--- src/rtl/kos_pkg.sv ---
// rtl/kos_pkg.sv - shared slice width, NUM_BYTES bounds and FSM state type for the serial adder
package kos_pkg;

    localparam int SLICE_W       = 8;
    localparam int NUM_BYTES_MIN = 2;
    localparam int NUM_BYTES_MAX = 16;

    typedef enum logic [1:0] {
        IDLE = 2'd0,
        RUN  = 2'd1,
        DONE = 2'd2
    } kos_state_t;

endpackage

--- src/rtl/kos_adder_8.sv ---
// rtl/kos_adder_8.sv - combinational 8-bit slice adder with carry-out and carry into the slice MSB
module kos_adder_8
    import kos_pkg::*;
(
    input  logic [SLICE_W-1:0] a,
    input  logic [SLICE_W-1:0] b,
    input  logic               ci,
    output logic [SLICE_W-1:0] sum,
    output logic               co,
    output logic               c_msb
);

    logic [SLICE_W:0]   full;
    logic [SLICE_W-1:0] low;

    assign full = {1'b0, a} + {1'b0, b} + {{SLICE_W{1'b0}}, ci};

    // Adding only the lower bits exposes the carry into the top bit, needed for signed overflow.
    assign low  = {1'b0, a[SLICE_W-2:0]} + {1'b0, b[SLICE_W-2:0]} + {{(SLICE_W-1){1'b0}}, ci};

    assign sum   = full[SLICE_W-1:0];
    assign co    = full[SLICE_W];
    assign c_msb = low[SLICE_W-1];

endmodule

--- src/rtl/kos_serial_add32.sv ---
// rtl/kos_serial_add32.sv - byte-serial adder top; KOS_SERIAL_ADD32_SUB_EN adds a sub input for a - b
module kos_serial_add32
    import kos_pkg::*;
#(
    parameter int NUM_BYTES = 4
) (
    input  logic                         clk,
    input  logic                         rst_n,
    input  logic                         in_valid,
    output logic                         in_ready,
    input  logic [SLICE_W*NUM_BYTES-1:0] a,
    input  logic [SLICE_W*NUM_BYTES-1:0] b,
    input  logic                         ci,
`ifdef KOS_SERIAL_ADD32_SUB_EN
    input  logic                         sub,
`endif
    output logic                         out_valid,
    input  logic                         out_ready,
    output logic [SLICE_W*NUM_BYTES-1:0] s,
    output logic                         co,
    output logic                         ovf
);

    localparam int W     = SLICE_W * NUM_BYTES;
    localparam int IDX_W = (NUM_BYTES > 1) ? $clog2(NUM_BYTES) : 1;
    localparam logic [IDX_W-1:0] LAST_IDX = IDX_W'(NUM_BYTES - 1);

    // An out-of-range NUM_BYTES refers to a module that does not exist, stopping elaboration.
    generate
        if (NUM_BYTES < NUM_BYTES_MIN || NUM_BYTES > NUM_BYTES_MAX) begin : g_bad_num_bytes
            kos_serial_add32_num_bytes_out_of_range u_bad ();
        end
    endgenerate

    kos_state_t state_q, state_d;

    logic [W-1:0]       a_q, b_q, s_q;
    logic [IDX_W-1:0]   idx_q;
    logic               carry_q, co_q, ovf_q;
    logic [W-1:0]       b_eff;
    logic               c_eff;
    logic [SLICE_W-1:0] slice_a, slice_b, slice_sum;
    logic               slice_co, slice_c_msb;
    logic               accept;

`ifdef KOS_SERIAL_ADD32_SUB_EN
    // Subtraction is a + ~b + 1, so b is inverted at latch time and ci is replaced by 1.
    assign b_eff = sub ? ~b : b;
    assign c_eff = sub ? 1'b1 : ci;
`else
    assign b_eff = b;
    assign c_eff = ci;
`endif

    assign accept    = in_valid && (state_q == IDLE);
    assign in_ready  = (state_q == IDLE);
    assign out_valid = (state_q == DONE);
    assign s         = s_q;
    assign co        = co_q;
    assign ovf       = ovf_q;

    assign slice_a = a_q[idx_q*SLICE_W +: SLICE_W];
    assign slice_b = b_q[idx_q*SLICE_W +: SLICE_W];

    kos_adder_8 u_adder (
        .a     (slice_a),
        .b     (slice_b),
        .ci    (carry_q),
        .sum   (slice_sum),
        .co    (slice_co),
        .c_msb (slice_c_msb)
    );

    always_ff @(posedge clk or negedge rst_n) begin
        if (!rst_n) begin
            state_q <= IDLE;
        end else begin
            state_q <= state_d;
        end
    end

    always_comb begin
        state_d = state_q;
        case (state_q)
            IDLE:    if (in_valid)            state_d = RUN;
            RUN:     if (idx_q == LAST_IDX)   state_d = DONE;
            DONE:    if (out_ready)           state_d = IDLE;
            default:                          state_d = IDLE;
        endcase
    end

    always_ff @(posedge clk or negedge rst_n) begin
        if (!rst_n) begin
            a_q     <= '0;
            b_q     <= '0;
            s_q     <= '0;
            idx_q   <= '0;
            carry_q <= 1'b0;
            co_q    <= 1'b0;
            ovf_q   <= 1'b0;
        end else if (accept) begin
            a_q     <= a;
            b_q     <= b_eff;
            carry_q <= c_eff;
            idx_q   <= '0;
        end else if (state_q == RUN) begin
            s_q[idx_q*SLICE_W +: SLICE_W] <= slice_sum;
            carry_q <= slice_co;
            idx_q   <= idx_q + IDX_W'(1);
            if (idx_q == LAST_IDX) begin
                co_q  <= slice_co;
                ovf_q <= slice_c_msb ^ slice_co;
            end
        end
    end

endmodule

--- config.mk ---
export PLATFORM = sky130hd
export DESIGN_NAME = kos_serial_add32
export DESIGN_NICKNAME = d
export VERILOG_FILES = /design/src/rtl/kos_pkg.sv /design/src/rtl/kos_adder_8.sv /design/src/rtl/kos_serial_add32.sv
export SDC_FILE = /design/constraint.sdc
export NUM_CORES = 1
export LEC_CHECK = 0
export BUFFER_PORTS_ARGS = -buffer_cell sky130_fd_sc_hd__buf_2
export CORE_MARGIN = 2
export CORE_UTILIZATION = 50
export CTS_CLUSTER_DIAMETER = 80
export CTS_CLUSTER_SIZE = 25
export DETAILED_ROUTE_END_ITERATION = 8
export PLACE_DENSITY = 0.74
export SYNTH_ARGS = -nofsm -noshare
export SYNTH_HDL_FRONTEND = slang
export SYNTH_HIERARCHICAL = 1
export SYNTH_SLANG_ARGS = --single-unit
--- constraint.sdc ---
create_clock -name clk -period 6.4 [get_ports clk]
set_input_delay 1.28 -clock clk [delete_from_list [all_inputs] [get_ports clk]]
set_output_delay 1.28 -clock clk [all_outputs]
set_load 0.03 [all_outputs]
==> impl_metrics.py <==
metrics = {
    "outcome": {
        "status": "completed",
    },
    "synth": {
        "synth-edff-count": 0,
        "ys_warn_count": 6,
        "postSynthCellCount": 383,
        "ys_ff_latch": 103,
        "synth_ff_type": "dfrtp_1",
        "synth_cell_type_count": 42,
        "synth_area_um2": 5210,
        "synth_area_per_cell_um2": 13.6,
        "synth_nets": 466,
        "ys_seq_area_share_pct": 49.5,
        "async_reset_ff_share_pct": 100,
    },
    "clock_network": {
        "cts_root_buf": "clkbuf_8",
        "cts_buffer_depth": 2,
        "h-tree-depth": 3,
        "cts_tree": "yes",
        "clk_latency_ns": 0.37,
        "hold_buffers": 0,
        "clk_pin_slew_worst_paths_ns": 0.09,
        "cts_made_buffers": 9,
        "post_cts_resized": 0,
        "clock-sinks": 103,
        "post_cts_buffers": 0,
    },
    "floorplan": {
        "die_h_um": 106,
        "row_count": 37,
        "initial_utilization_pct": 50.9,
        "dieArea_um2": 11200,
        "num_io_pins": 105,
        "fp.coreArea_um2": 10200,
        "fp.dieW_um": 106,
    },
    "min_path": {
        "min_from": "s[21]$_DFFE_PN0P_",
        "hold_path_class": "flop to flop",
    },
    "timing": {
        "rsz0062_at_grt": "no",
        "setup_tns_ns": 0,
        "slew_violations": 0,
        "min_period_ns": 3.60,
        "finClkSkew_ns": 0.00904,
        "hold_ws_ns": 0.484,
        "period_share_pct": 56.2,
        "setup_viol": 0,
        "worst_pin_slew_ns": 1.11,
        "finalHoldViolCount": 0,
        "relSlewSlack_pct": 26.0,
        "fmax_mhz": 278,
    },
    "placed_design": {
        "place_congestion": 0.785,
        "post-dp-hpwl_um": 7600,
        "postPlaceCellArea_um2": 5700,
        "numPortBuffers": 104,
    },
    "worst_setup_path": {
        "worstPathRequired_ns": 6.68,
        "critPathLaunch": "idx_q[0]$_DFFE_PN0P_",
        "rrSetupSlack_ns": 2.80,
        "timing_worst_setup_path_type": "flop to flop",
        "startpoint_type": "flop",
        "r2r_start": "idx_q[0]$_DFFE_PN0P_",
        "cp_data_arrival_time_ns": 3.87,
        "worstPathMaxFanout": 16,
        "cp-end-kind": "flop",
    },
    "layout": {
        "final_nets": 564,
        "drive_above_1_share_pct": 43.7,
        "area_growth_pct": 14.1,
        "num_antenna_cells": 0,
        "final_cell_area_um2": 5940,
    },
    "grt": {
        "grt_pass1_vias": 3371,
        "grt_pass1_wl_um": 17400,
        "antenna_found_initial": 0,
        "grt-ovfl-total": 0,
        "grt_max_degree": 65,
        "grt_usage_pct": 20.4,
    },
    "route": {
        "drt-pass1-iter-count": 4,
        "drcViolationCount": 0,
        "routed_wl_um": 10400,
        "via_per_inst": 5.16,
        "vias": 3207,
        "first_iter_violations": 148,
        "drtAntennaViolNets": 0,
        "wl_per_cell_um": 16.8,
    },
    "flow_run": {
        "max_cap_viol_count": 0,
    },
}
worst paths after layout:
path                       cells past startpoint             endpoint
max                                            9      ovf$_DFFE_PN0P_
min                                            2    s[21]$_DFFE_PN0P_
max reg2reg                                    9      ovf$_DFFE_PN0P_
min reg2reg                                    2    s[21]$_DFFE_PN0P_
max in group asynchronous                      2  b_q[27]$_DFFE_PN0P_
min in group asynchronous                      1    s[19]$_DFFE_PN0P_
flip-flops by register name (all words and copies together), names as in the netlist:
signal	count
co	1
idx_q	2
a_q	32
b_q	32
s	32
carry_q	1
state_q	2
ovf	1
per-layer routing:
metal	routed length, um	GRT usage (%)	share of wire, %
met1	4690	27.4	45
met2	5140	33.4	49
met3	443	4.97	4.2
met4	166	5.64	1.6
met5	0	0	0
critical path, cell delays in order, from the launching register on:
cell,delay [ns]
dfrtp_1,0.71
buf_4,0.40
mux4_2,0.57
fa_1,0.45
fa_1,0.42
a21oi_1,0.24
o21a_1,0.17
o21ai_0,0.18
xnor2_1,0.17
o21ai_0,0.17
cells in the mapped netlist, types with 2 or more instances:
| cell type | number | area [um2] |
|---|---|---|
| dfrtp_1 | 103 | 2580 |
| nand2_1 | 66 | 248 |
| mux2_4 | 60 | 901 |
| o21ai_0 | 40 | 200 |
| mux4_2 | 16 | 360 |
| ha_1 | 12 | 150 |
| inv_1 | 10 | 37.5 |
| buf_12 | 7 | 140 |
| buf_2 | 5 | 25.0 |
| mux2_2 | 5 | 56.3 |
| a21oi_1 | 4 | 20.0 |
| nand3_1 | 4 | 20.0 |
| nand3b_1 | 4 | 30.0 |
| buf_4 | 3 | 22.5 |
| buf_6 | 3 | 33.8 |
| nand2b_1 | 3 | 18.8 |
| nor2_1 | 3 | 11.3 |
| xnor2_1 | 3 | 26.3 |
| a21o_1 | 2 | 15.0 |
| a21oi_2 | 2 | 17.5 |
| clkbuf_1 | 2 | 7.51 |
| fa_1 | 2 | 40.0 |
| nor2b_1 | 2 | 12.5 |
| nor3b_1 | 2 | 15.0 |
| nor4b_4 | 2 | 47.6 |
| xor2_1 | 2 | 17.5 |
placed cells by master (no fill, tap or decap), types with 5 or more instances in the layout:
| cell type | Yosys | routed |
|---|---|---|
| o21ai_0 | 40 | 40 |
| clkbuf_8 | 0 | 11 |
| dfrtp_1 | 103 | 103 |
| nand2_1 | 66 | 66 |
| buf_2 | 5 | 103 |
| ha_1 | 12 | 12 |
| inv_1 | 10 | 10 |
| mux2_2 | 5 | 5 |
| mux2_4 | 60 | 60 |
| mux4_2 | 16 | 16 |
logic make-up after synthesis:
family	after synthesis	share of synthesized area [%]
AO/OA/AOI/OAI	55	6.13
XOR/XNOR	5	0.841
adder cells (fa/ha/maj)	14	3.65
buffers and inverters	30	5.12
flip-flops	103	49.5
multiplexers	82	25.5
AND/OR/NAND/NOR	94	9.30
cell type report:
class	count	area [um2]
Tap cell	136	170
Clock inverter	3	90.1
Clock buffer	12	155
Sequential cell	103	2580
Fill cell	852	4290
Inverter	10	37.5
Multi-Input combinational cell	250	2360
Timing Repair Buffer	107	546
stage by stage:
| step | worst slack, ns | cells | util, % |
|---|---|---|---|
| global placement | 2.93 | 606 | 55.7 |
| CTS | 2.77 | 621 | 58.1 |
| finish | 2.80 | 621 | 58.1 |
| detailed placement | 2.80 | 606 | 55.7 |
| global route | 2.55 | 621 | 58.1 |
| floorplan | 3.46 | 383 | - |
Power is left out: the tool's default activity adds up to more than one toggle a clock period on the data nets, which glitch-free logic cannot reach.
